[config.mk]
export PLATFORM = sky130hd
export DESIGN_NAME = ps2_host_tx_flat
export DESIGN_NICKNAME = d
export VERILOG_FILES = /design/src/rtl/ps2_host_tx_if.sv /design/src/rtl/ps2_host_tx.sv /design/src/flat_wrapper.sv
export SDC_FILE = /design/constraint.sdc
export NUM_CORES = 1
export LEC_CHECK = 0
export ABC_CLOCK_PERIOD_IN_PS = 2070
export CAP_MARGIN = 10
export CORE_MARGIN = 2
export CORE_UTILIZATION = 53
export CTS_CLUSTER_SIZE = 28
export DETAILED_ROUTE_END_ITERATION = 8
export PLACE_DENSITY = 0.75
export SYNTH_ARGS = -nofsm -noshare
export SYNTH_HDL_FRONTEND = slang
export SYNTH_SLANG_ARGS = --single-unit
[constraint.sdc]
create_clock -name i_clk -period 2.07 [get_ports i_clk]
set_input_delay 0.621 -clock i_clk [delete_from_list [all_inputs] [get_ports i_clk]]
set_output_delay 0.621 -clock i_clk [all_outputs]
set_load 0.02 [all_outputs]
[src/rtl/ps2_host_tx_if.sv]
// Byte handshake between a command source and the PS/2 host transmitter.
interface ps2_host_tx_if;
  logic [7:0] tx_data;
  logic       tx_valid;
  logic       tx_ready;
  logic       tx_done;
  logic       tx_error;
  logic       busy;

  modport master (
    output tx_data,
    output tx_valid,
    input  tx_ready,
    input  tx_done,
    input  tx_error,
    input  busy
  );

  modport slave (
    input  tx_data,
    input  tx_valid,
    output tx_ready,
    output tx_done,
    output tx_error,
    output busy
  );
endinterface

[src/rtl/ps2_host_tx.sv]
// PS/2 host-to-device transmitter: inhibits the bus, issues a request-to-send,
// shifts one command byte out on device clock edges and checks the device ACK.
//
// state       | meaning
// ------------+-------------------------------------------------------------
// IDLE        | both lines released, ready for a byte
// INHIBIT     | hold PS2_CLK low for INHIBIT_CYCLES
// REQ         | start bit: PS2_DATA and PS2_CLK both pulled low for one cycle
// SEND        | clock released; drive d0..d7, parity, stop on device falls
// ACK         | sample device ACK on the 11th falling edge
// WAIT_IDLE   | wait for the device to release both lines, then report done
module ps2_host_tx #(
  parameter int INHIBIT_CYCLES = 10000,
  parameter int TIMEOUT_CYCLES = 200000
) (
  input  logic          i_clk,
  input  logic          i_rst,
  ps2_host_tx_if.slave  bus,
  input  logic          i_ps2_clk,
  input  logic          i_ps2_data,
  output logic          o_ps2_clk_low,
  output logic          o_ps2_data_low
);

  localparam int INH_W = $clog2(INHIBIT_CYCLES + 1);
  localparam int WD_W  = $clog2(TIMEOUT_CYCLES + 1);
  localparam logic [INH_W-1:0] INH_LOAD = INH_W'(INHIBIT_CYCLES - 1);
  localparam logic [WD_W-1:0]  WD_LOAD  = WD_W'(TIMEOUT_CYCLES - 1);

  typedef enum logic [2:0] {
    S_IDLE,
    S_INHIBIT,
    S_REQ,
    S_SEND,
    S_ACK,
    S_WAIT_IDLE
  } state_t;

  state_t           r_state, w_state_nxt;
  logic             r_clk_m, r_clk_s, r_clk_d;
  logic             r_data_m, r_data_s;
  logic [7:0]       r_byte, w_byte_nxt;
  logic             r_parity, w_parity_nxt;
  logic [3:0]       r_bit_cnt, w_bit_cnt_nxt;
  logic [INH_W-1:0] r_inh, w_inh_nxt;
  logic [WD_W-1:0]  r_wd, w_wd_nxt;
  logic             r_clk_low, w_clk_low_nxt;
  logic             r_data_low, w_data_low_nxt;
  logic             r_done, w_done_nxt;
  logic             r_error, w_error_nxt;
  logic             r_busy, r_ready;
  logic             w_fall;
  logic             w_bit;

  assign w_fall = r_clk_d & ~r_clk_s;

  // Two-flop synchronizers for both raw lines plus the clock edge-detect flop.
  always_ff @(posedge i_clk) begin
    if (i_rst) begin
      r_clk_m  <= 1'b1;
      r_clk_s  <= 1'b1;
      r_clk_d  <= 1'b1;
      r_data_m <= 1'b1;
      r_data_s <= 1'b1;
    end else begin
      r_clk_m  <= i_ps2_clk;
      r_clk_s  <= r_clk_m;
      r_clk_d  <= r_clk_s;
      r_data_m <= i_ps2_data;
      r_data_s <= r_data_m;
    end
  end

  // Frame bit selected by the bit counter: data LSB first, parity, then stop.
  always_comb begin
    w_bit = 1'b1;
    if (r_bit_cnt < 4'd8) begin
      w_bit = r_byte[r_bit_cnt[2:0]];
    end else if (r_bit_cnt == 4'd8) begin
      w_bit = r_parity;
    end
  end

  // Next-state, datapath and registered-output decode.
  always_comb begin
    w_state_nxt    = r_state;
    w_byte_nxt     = r_byte;
    w_parity_nxt   = r_parity;
    w_bit_cnt_nxt  = r_bit_cnt;
    w_inh_nxt      = r_inh;
    w_wd_nxt       = (r_wd == '0) ? r_wd : r_wd - 1'b1;
    w_clk_low_nxt  = r_clk_low;
    w_data_low_nxt = r_data_low;
    w_done_nxt     = 1'b0;
    w_error_nxt    = 1'b0;

    case (r_state)
      S_IDLE: begin
        w_clk_low_nxt  = 1'b0;
        w_data_low_nxt = 1'b0;
        if (bus.tx_valid && r_ready) begin
          w_byte_nxt    = bus.tx_data;
          w_parity_nxt  = ~^bus.tx_data;
          w_bit_cnt_nxt = 4'd0;
          w_inh_nxt     = INH_LOAD;
          w_clk_low_nxt = 1'b1;
          w_state_nxt   = S_INHIBIT;
        end
      end
      S_INHIBIT: begin
        if (r_inh == '0) begin
          w_data_low_nxt = 1'b1;
          w_state_nxt    = S_REQ;
        end else begin
          w_inh_nxt = r_inh - 1'b1;
        end
      end
      S_REQ: begin
        if (r_wd == '0) begin
          w_state_nxt    = S_IDLE;
          w_clk_low_nxt  = 1'b0;
          w_data_low_nxt = 1'b0;
          w_error_nxt    = 1'b1;
        end else begin
          w_clk_low_nxt = 1'b0;
          w_state_nxt   = S_SEND;
        end
      end
      S_SEND: begin
        if (r_wd == '0) begin
          w_state_nxt    = S_IDLE;
          w_clk_low_nxt  = 1'b0;
          w_data_low_nxt = 1'b0;
          w_error_nxt    = 1'b1;
        end else if (w_fall) begin
          w_wd_nxt       = WD_LOAD;
          w_data_low_nxt = ~w_bit;
          if (r_bit_cnt == 4'd9) begin
            w_state_nxt = S_ACK;
          end else begin
            w_bit_cnt_nxt = r_bit_cnt + 4'd1;
          end
        end
      end
      S_ACK: begin
        if (r_wd == '0) begin
          w_state_nxt    = S_IDLE;
          w_clk_low_nxt  = 1'b0;
          w_data_low_nxt = 1'b0;
          w_error_nxt    = 1'b1;
        end else if (w_fall) begin
          w_wd_nxt = WD_LOAD;
          if (!r_data_s) begin
            w_state_nxt = S_WAIT_IDLE;
          end else begin
            w_state_nxt    = S_IDLE;
            w_data_low_nxt = 1'b0;
            w_error_nxt    = 1'b1;
          end
        end
      end
      S_WAIT_IDLE: begin
        if (r_wd == '0) begin
          w_state_nxt    = S_IDLE;
          w_clk_low_nxt  = 1'b0;
          w_data_low_nxt = 1'b0;
          w_error_nxt    = 1'b1;
        end else if (r_clk_s && r_data_s) begin
          w_state_nxt = S_IDLE;
          w_done_nxt  = 1'b1;
        end else if (w_fall) begin
          w_wd_nxt = WD_LOAD;
        end
      end
      default: begin
        w_state_nxt    = S_IDLE;
        w_clk_low_nxt  = 1'b0;
        w_data_low_nxt = 1'b0;
      end
    endcase

    // Every state entry restarts the watchdog.
    if (w_state_nxt != r_state) begin
      w_wd_nxt = WD_LOAD;
    end
  end

  // State, datapath and output registers.
  always_ff @(posedge i_clk) begin
    if (i_rst) begin
      r_state    <= S_IDLE;
      r_byte     <= 8'h00;
      r_parity   <= 1'b0;
      r_bit_cnt  <= 4'd0;
      r_inh      <= '0;
      r_wd       <= '0;
      r_clk_low  <= 1'b0;
      r_data_low <= 1'b0;
      r_done     <= 1'b0;
      r_error    <= 1'b0;
      r_busy     <= 1'b0;
      r_ready    <= 1'b0;
    end else begin
      r_state    <= w_state_nxt;
      r_byte     <= w_byte_nxt;
      r_parity   <= w_parity_nxt;
      r_bit_cnt  <= w_bit_cnt_nxt;
      r_inh      <= w_inh_nxt;
      r_wd       <= w_wd_nxt;
      r_clk_low  <= w_clk_low_nxt;
      r_data_low <= w_data_low_nxt;
      r_done     <= w_done_nxt;
      r_error    <= w_error_nxt;
      r_busy     <= (w_state_nxt != S_IDLE);
      r_ready    <= (w_state_nxt == S_IDLE);
    end
  end

  assign o_ps2_clk_low  = r_clk_low;
  assign o_ps2_data_low = r_data_low;
  assign bus.tx_ready   = r_ready;
  assign bus.tx_done    = r_done;
  assign bus.tx_error   = r_error;
  assign bus.busy       = r_busy;

endmodule

[src/flat_wrapper.sv]
// flat-port wrapper written by rule: the top's interface ports become plain ports
module ps2_host_tx_flat 
#(
  parameter int INHIBIT_CYCLES = 10000,
  parameter int TIMEOUT_CYCLES = 200000
)
  (i_clk, i_rst, i_ps2_clk, i_ps2_data, o_ps2_clk_low, o_ps2_data_low, bus_tx_data, bus_tx_valid, bus_tx_ready, bus_tx_done, bus_tx_error, bus_busy);
  ps2_host_tx_if bus_i ();
  input  logic i_clk;
  input  logic i_rst;
  input  logic i_ps2_clk;
  input  logic i_ps2_data;
  output logic o_ps2_clk_low;
  output logic o_ps2_data_low;
  input wire logic [$bits(bus_i.tx_data)-1:0] bus_tx_data;
  input wire logic [$bits(bus_i.tx_valid)-1:0] bus_tx_valid;
  output wire logic [$bits(bus_i.tx_ready)-1:0] bus_tx_ready;
  output wire logic [$bits(bus_i.tx_done)-1:0] bus_tx_done;
  output wire logic [$bits(bus_i.tx_error)-1:0] bus_tx_error;
  output wire logic [$bits(bus_i.busy)-1:0] bus_busy;
  assign bus_i.tx_data = bus_tx_data;
  assign bus_i.tx_valid = bus_tx_valid;
  assign bus_tx_ready = bus_i.tx_ready;
  assign bus_tx_done = bus_i.tx_done;
  assign bus_tx_error = bus_i.tx_error;
  assign bus_busy = bus_i.busy;
  ps2_host_tx #(.INHIBIT_CYCLES(INHIBIT_CYCLES), .TIMEOUT_CYCLES(TIMEOUT_CYCLES)) u_core (.i_clk(i_clk), .i_rst(i_rst), .bus(bus_i), .i_ps2_clk(i_ps2_clk), .i_ps2_data(i_ps2_data), .o_ps2_clk_low(o_ps2_clk_low), .o_ps2_data_low(o_ps2_data_low));
endmodule
==> results.yml <==
sta:
  slew_viol_final: 0
  final_hold_viol_count: 0
  finalCritPeriodShare: 0.973
  relSlewSlack: 0.687
  fmax_mhz: 496
  setup_ws_ns: 0.0549
  finalSetupViolCount: 0
  fin_skew_ns: 0.00825
  fin_crit_ns: 2.02
  worstMarginPinSlew_ns: 0.466
  fin_hold_ws_ns: 0.400
synthesis:
  synth_cell_type_count: 64
  yosys.area.top_type: "dfxtp_1"
  synth_cells: 343
  syn_area_per_cell_um2: 8.93
  synthFlopType: "dfxtp_1"
  synth_edf_count: 0
  ys_warn_count: 0
  yosys.area.top_type_share: 0.385
  ys_seq_area_frac: 0.385
  synth-seq-cells: 59
  netlist_area_um2: 3060
  synthTopCellsByArea: "dfxtp_1 (39%), a21oi_1 (4.4%), xnor2_1 (4.3%)"
  syn_nets: 361
  synthArstFlopShare: 0
place:
  dp.cells: 449
  place.gp.congestion: 0.863
  pre_cts_ws_ns: -0.317
  portBuffers: 18
  dp_hpwl_um: 4880
min_path:
  hold_class: "reg -> reg"
  hold_path_startpoint: "u_core.r_data_m"
worst_setup_path:
  start_kind: "flop"
  crit_path_end_kind: "flop"
  required_ns: 2.33
  cp_data_arrival_time_ns: 2.28
  crit_start: "u_core.r_wd[0]"
  critical_path.max_fanout: 5
  reg2reg_from: "u_core.r_wd[0]"
  critPathKind: "reg -> reg"
final_layout:
  instances_no_fill: 470
  area_growth_pct: 24.0
  nets: 413
  antennaDiodeCount: 0
  drive_above_1_share: 0.221
  fillers: 458
  fin_util: 0.686
drt:
  vias_per_cell: 5.85
  dr_total_vias: 2751
  first_pass_iters: 5
  wl_per_cell_um: 15.0
  wl_met1_um: 3080
  ant_nets: 0
  met2RoutedLength_um: 3580
  top_layer: "met4"
  drc: 0
  drtIter0Drc: 166
  wl_met3_um: 328
  wirelength_um: 7070
clock_network:
  cts.sinks: 59
  cts_tree: "yes"
  clockBufferDepth: 2
  hold_buffers: 0
  clkLatencyLatePin_ns: 0.34
  cts_buffers: 9
  htree_levels: 3
  clk_pin_slew_ns: 0.07
  cts_root_buf: "clkbuf_8"
outcome:
  status: "complete, no violations"
floorplanning:
  start_util: 0.553
  fp.coreArea_um2: 5540
  rows: 27
  dieHeight_um: 80.0
  fp.dieW_um: 80.0
  dieArea_um2: 6410
  io_pins: 19
grt:
  overflow: 0
  antenna_found_initial: 0
  grt_pass1_wl_um: 11400
  grt_max_degree: 26
  grt_use_total: 0.232
  grt_pass1_vias: 2541
job:
  drv_cap: 0
pwr:
  peakVddDrop_uv: 1040
  p_leak_nw: 1.45
  power_w: 0.00622
  power_density_nw_per_um2: 1640
layout make-up:
type                    count  area [um2]  share of cell area
inverters                   9        33.8             0.00889
clock buffers              11         141              0.0372
flip-flops and latches     59        1180               0.311
multi-input cells         256        1810               0.475
repair buffers             60         505               0.133
clock inverters             3        40.0              0.0105
well taps                  72        90.1              0.0237
layout by cell type (no fill, tap or decap), types with 9 or more instances in the layout:
cell             netlist  final
xnor2_1               15     15
buf_4                  1     40
nor2_1                17     17
inv_1                  9      9
dfxtp_1               59     58
or4_1                 10     10
o31ai_1                9      9
nand2_1               33     33
nor3_1                13     13
a31oi_1               18     18
o21ai_0               10     10
a21oi_1               27     27
clkbuf_8               1     10
clkdlybuf4s50_1        0     17
nand3_1               10     10
what timing repair did:
item,CTS,global route
gates resized for setup,1,23
gates cloned,0,2
setup buffers,2,3
endpoints found under the hold margin,0,0
setup endpoints to repair,12,33
pin swaps,1,4
per-layer routing:
metal  vias to the layer above  GRT usage
li1                       1363          -
met1                      1326      0.270
met2                        54      0.401
met3                         8     0.0667
met4                         0     0.0915
met5                         -          0
critical path, cell delays in order (launching register included):
cell      delay [ns]
dfxtp_1         0.31
inv_1           0.09
ha_2            0.19
nor3b_4         0.24
and3_4          0.24
a211oi_1        0.08
nor4bb_2        0.31
buf_4           0.19
buf_4           0.13
nor3b_2         0.16
metrics by stage:
step           setup TNS [ns]  instance area (um2)
6_report                    0                 3800
5_1_grt                -0.429                 3800
4_1_cts                     0                 3680
3_5_place_dp            -6.69                 3480
3_3_place_gp            -5.17                 3480
2_1_floorplan               0                 3060
logic make-up after synthesis:
family	after synthesis	synth area share
compound gates	91	0.194
fa+ha+maj	5	0.0204
flops	59	0.385
xor+xnor	20	0.0572
simple gates	131	0.254
mux	9	0.0384
buf+inv	28	0.0510
power breakdown:
group	switching, W	total [W]	leakage [nW]	internal [W]
Sequential	0.000342	0.00182	0.484	0.00148
Combinational	0.00175	0.00340	0.869	0.00165
Clock	0.000431	0.00100	0.0950	0.000571
flip-flops by register name, indices dropped and copies added (netlist names):
register	count
u_core.r_clk_s	1
u_core.r_wd	18
u_core.bus.tx_error	1
u_core.bus.busy	1
u_core.o_ps2_data_low	1
u_core.bus.tx_done	1
u_core.r_data_m	1
u_core.r_clk_d	1
u_core.o_ps2_clk_low	1
u_core.r_bit_cnt	4
u_core.r_parity	1
u_core.r_clk_m	1
u_core.r_data_s	1
u_core.r_inh	14
u_core.r_byte	8
u_core.r_state	3
u_core.bus.tx_ready	1
synthesized netlist by cell type, types with 3 or more instances:
| library cell | n |
|---|---|
| dfxtp_1 | 59 |
| nand2_1 | 33 |
| a21oi_1 | 27 |
| a31oi_1 | 18 |
| nor2_1 | 17 |
| xnor2_1 | 15 |
| nor3_1 | 13 |
| nand3_1 | 10 |
| o21ai_0 | 10 |
| or4_1 | 10 |
| inv_1 | 9 |
| o31ai_1 | 9 |
| nor3b_1 | 8 |
| clkbuf_1 | 7 |
| or2_2 | 6 |
| buf_2 | 5 |
| ha_1 | 5 |
| mux2i_1 | 5 |
| nor2b_1 | 5 |
| o211ai_1 | 5 |
| xor2_1 | 5 |
| a211oi_1 | 3 |
| a21boi_0 | 3 |
| or3_1 | 3 |
worst paths after layout:
path / to / slack [ns] / cells past startpoint
worst min register to register: u_core.r_data_s / 0.40 / 1
worst max register to register: u_core.r_wd[9] / 0.05 / 9
worst min-delay path: u_core.r_data_s / 0.40 / 1
worst max-delay path: u_core.r_wd[9] / 0.05 / 9
No activity file was read; power rests on OpenSTA's default activity.
==> patch 1 (same flow settings) <==
`INHIBIT_CYCLES` is set to 10000 in 2 places; all go to 40000.
--- a/src/rtl/ps2_host_tx.sv
+++ b/src/rtl/ps2_host_tx.sv
@@ -10,7 +10,7 @@
 // ACK         | sample device ACK on the 11th falling edge
 // WAIT_IDLE   | wait for the device to release both lines, then report done
 module ps2_host_tx #(
-  parameter int INHIBIT_CYCLES = 10000,
+  parameter int INHIBIT_CYCLES = 40000,
   parameter int TIMEOUT_CYCLES = 200000
 ) (
   input  logic          i_clk,
--- a/src/flat_wrapper.sv
+++ b/src/flat_wrapper.sv
@@ -1,7 +1,7 @@
 // flat-port wrapper written by rule: the top's interface ports become plain ports
 module ps2_host_tx_flat 
 #(
-  parameter int INHIBIT_CYCLES = 10000,
+  parameter int INHIBIT_CYCLES = 40000,
   parameter int TIMEOUT_CYCLES = 200000
 )
   (i_clk, i_rst, i_ps2_clk, i_ps2_data, o_ps2_clk_low, o_ps2_data_low, bus_tx_data, bus_tx_valid, bus_tx_ready, bus_tx_done, bus_tx_error, bus_busy);
Behaviour: same outputs for any inputs over 10 cycles, from zero or initial values and one cycle with i_rst high; that may be too few to reach the edited logic, so the function may still have changed.
==> patch 1 against the unedited design <==
The run now ends with setup timing left. Synthesized cell count grew 2.9%. Core utilization grew 4.1 points. Wire length shrank 0.49%. Synthesized area grew 1.2%. Combinational power fell by 2%. Final area up 6.7%. Clock power grew 28%. Setup slack worse by 0.066 ns. Sequential cell count up 2. Global-route usage shrank 0.49 points. Total power grew 3.4%.
==> patch 1: results (changes against the unedited design) <==
status:
  status: "finished with violations"  # was finished clean
  failed_checks: "setup timing"
sta:
  slew_headroom_pct: 71.3  # was 68.7%
  fin_ws_ns: -0.0114  # was 0.0549 ns
  setup_viol: 3  # was 0
  setup_tns_ns: -0.0253  # was 0 ns
power_and_ir_drop:
  power_w: 0.00643  # was 0.00622 W
  power.leakage_nw: 1.55  # was 1.45 nW
  power_clock_w: 0.00128  # was 0.00100 W
grt:
  grt_max_degree: 22  # was 26
  grt_use_total_pct: 22.7  # was 23.2%
  grt_pass1_vias: 2605  # was 2,541
place:
  hpwl_um: 4620  # was 4880 um
  place_ws_ns: -0.258  # was -0.317 ns
  dpl.cell_count: 460  # was 449
  placed_area_um2: 3560  # was 3480 um2
logic_synthesis:
  synth_nets: 371  # was 361
  synth_xor_area_share_pct: 9.32  # was 5.72%
  synth-compound-area-share_pct: 12.7  # was 19.4%
  synth_fa_ha_area_share_pct: 2.02  # was 2.04%
detailed_routing:
  totalWireLength_um: 7040  # was 7070 um
layout:
  fillerInstances: 428  # was 458
  nNetsFinal: 425  # was 413
worst_setup_path:
  crit_fanout: 12  # was 5
  cp.arrival_ns: 2.31  # was 2.28 ns
-- patch 1: changes by cell type after synthesis, moves of 4 or more --
cell / delta
nor2_1: +24
nor4_1: +4
a31oi_1: -16
a21oi_1: +12
nand2b_1: +4
o31ai_1: -9
or4_1: -7
clkbuf_1: +4
nand2_1: -5
xnor2_1: +5
xor2_1: +8
-- patch 1: cell type report --
class                      count  area, um2  area share [%]
multi-input combinational    270       1960            48.3
clock buffer                  10        128            3.15
tap                           72       90.1            2.22
sequential                    61       1220            30.2
timing repair buffer          58        515            12.7
inverter                       7       26.3           0.649
clock inverter                 6        111            2.75
-- patch 1: path summary, 6_finish.rpt --
| kind | from | end | slack, ns | cells after the start |
|---|---|---|---|---|
| max | u_core.r_wd[12] | u_core.r_wd[6] | -0.01 | 6 |
| min | u_core.r_data_m | u_core.r_data_s | 0.41 | 1 |
| max reg2reg | u_core.r_wd[12] | u_core.r_wd[6] | -0.01 | 6 |
| min reg2reg | u_core.r_data_m | u_core.r_data_s | 0.41 | 1 |
-- patch 1: critical path, stage by stage, from the launching register on --
cell      delay, ns
dfxtp_2        0.32
or4_4          0.57
nand4b_4       0.30
or2_4          0.35
nand4_1        0.12
xor2_1         0.25
nor3b_4        0.06
-- patch 1: repair_timing --
action,in CTS,in global routing
endpoints found under the hold margin,0,0
buffers inserted,6,1
hold buffers,0,0
pin swaps,2,4
endpoints found under the setup margin,21,32
resized for setup,11,28
gates cloned,0,1
-- patch 1: per-layer routing --
layer  wire length (um)  GRT usage (%)  up-vias
met2               3510           39.7       55
met4                141           10.7        0
met5                  0              0        -
met3                273           3.93       14
met1               3110           26.9     1289
li1                   -              -     1353
==> patch 2 (same flow settings) <==
Made on the original files. Reset style: asynchronous (`i_rst`), changed in 2 clocked blocks.
--- a/src/rtl/ps2_host_tx.sv
+++ b/src/rtl/ps2_host_tx.sv
@@ -55,7 +55,7 @@
   assign w_fall = r_clk_d & ~r_clk_s;
 
   // Two-flop synchronizers for both raw lines plus the clock edge-detect flop.
-  always_ff @(posedge i_clk) begin
+  always_ff @(posedge i_clk or posedge i_rst) begin
     if (i_rst) begin
       r_clk_m  <= 1'b1;
       r_clk_s  <= 1'b1;
@@ -186,7 +186,7 @@
   end
 
   // State, datapath and output registers.
-  always_ff @(posedge i_clk) begin
+  always_ff @(posedge i_clk or posedge i_rst) begin
     if (i_rst) begin
       r_state    <= S_IDLE;
       r_byte     <= 8'h00;
Function: differs if i_rst is asserted again (counterexample within 4 cycles, from zero or initial values and one cycle with i_rst high); with i_rst held inactive, the same outputs for 10 cycles.
==> patch 2 against the unedited design <==
The flow now finishes with violations (setup timing). Sequential cell count unchanged. Wire length up 16%. Clock skew up 0.0075 ns. Setup slack worse by 0.10 ns. Synthesized area up 3.7%. Final area up 13%. Cell count up 0.64%. Non-clock buffer count up 8. Sequential share of layout area up 3.3 points. Synthesized cell count down 5.0%. Largest cell class unchanged.
Power is not compared: it rests on default switching activity, and its combinational part moved more than twofold at a synthesized area within 25%.
==> patch 2: results (changes against the unedited design) <==
status:
  status: "finished with violations"  # was finished clean
  failed_checks: "setup timing"
clock_tree:
  cts_resized: 11  # was 1
sta:
  holdWs_ns: 0.356  # was 0.400 ns
  setup_viol: 2  # was 0
  fin_ws_ns: -0.0497  # was 0.0549 ns
  finClkSkew_ns: 0.0158  # was 0.00825 ns
  slew_headroom_pct: 73.8  # was 68.7%
grt:
  grt.met1_usage_pct: 31.3  # was 27.0%
  grt_pass1_vias: 2576  # was 2,541
  grt_use_total_pct: 24.1  # was 23.2%
  grt_pass1_wl_um: 12000  # was 11,400 um
  grt_max_degree: 37  # was 26
  use_met3_pct: 4.62  # was 6.67%
logic_synthesis:
  syn_avg_cell_area_um2: 9.75  # was 8.93 um2
  synth_nets: 344  # was 361
  async_flop_share_pct: 100  # was 0%
  ys_types: 60  # was 64
  ys_top_cells_by_count: "54 x dfrtp_1, 40 x nand2_1, 22 x nor2_1"  # was 59 x dfxtp_1, 33 x nand2_1, 27 x a21oi_1
  ys_seq_area_share_pct: 46.7  # was 38.5%
  ys_top_cells_by_area: "dfrtp_1 43%, nand2_1 4.7%, dfstp_2 4.1%, xnor2_1 3.6%, xor2_1 3.0%"  # was dfxtp_1 39%, a21oi_1 4.4%, xnor2_1 4.3%, nand2_1 4.0%, a31oi_1 3.7%
detailed_routing:
  wl_per_cell_um: 17.4  # was 15.0 um
  wl_met3_um: 343  # was 328 um
  drt_iter0_markers: 236  # was 166
  dr.pass1.iters: 4  # was 5
  vias_per_cell: 5.95  # was 5.85
  totalWireLength_um: 8240  # was 7070 um
worst_setup_path:
  cpMaxStageDelayCell: "dfrtp_1"  # was dfxtp_1
  critPathLaunchType: "register"  # unchanged
  max_stage_delay_ns: 0.40  # was 0.31 ns
  endpoint: "u_core.bus.busy"  # was u_core.r_wd[9]
  crit_fanout: 8  # was 5
  rr_startpoint: "u_core.r_inh[1]"  # was u_core.r_wd[0]
  cp.arrival_ns: 2.34  # was 2.28 ns
layout:
  drive_gt1_share_pct: 31.9  # was 22.1%
  inverters: 12  # was 9
  num-nonclk-buffers: 68  # was 60
  fillerInstances: 399  # was 458
  seq_area_um2: 1480  # was 1180 um2
  buffer_area_share_pct: 13.8  # was 13.3%
  clockNetworkAreaShare_pct: 5.23  # was 4.78%
  multi_input_area_share_pct: 43.3  # was 47.5%
  multi_input_gates: 243  # was 256
  nNetsFinal: 411  # was 413
hold_path:
  min_path_cells: 0  # was 1
  min-delay-start: "u_core.r_clk_m"  # was u_core.r_data_m
  hold_end: "u_core.r_clk_s"  # was u_core.r_data_s
place:
  hpwl_um: 5130  # was 4880 um
  gp_congestion: 0.903  # was 0.863
  place_ws_ns: -0.295  # was -0.317 ns
patch 2: kinds of logic after synthesis:
group | share of synthesized area, %
muxes | 2.40
xor gates and xnor gates | 6.61
adders and majority gates | 1.97
DFF | 46.7
AOI/OAI and AO/OA | 12.0
buffers and inverters | 3.15
and+or+nand+nor | 27.2
patch 2: metrics by stage:
stage | TNS [ns] | instance area, um2
after floorplan | -0.0710 | 3200
after global placement | -4.90 | 3720
after detailed placement | -6.06 | 3720
after CTS | -0.0290 | 4010
after global routing | -0.291 | 4310
final | -0.0620 | 4310
patch 2: where the power goes:
part	internal (W)	switching, W	leakage, nW
registers	0.00147	0.000296	0.693
clock network	0.000685	0.000504	0.106
logic	0.000815	0.000776	0.939
total	0.00297	0.00158	1.74
patch 2: worst register-to-register path: stages (launching register included):
cell and delay, ns:
dfrtp_1 0.40, inv_2 0.09, ha_4 0.14, nor4b_4 0.22, nand4_1 0.20, buf_4 0.20, a21oi_4 0.19, buf_6 0.16
nand2b_4 0.05, or3_4 0.36
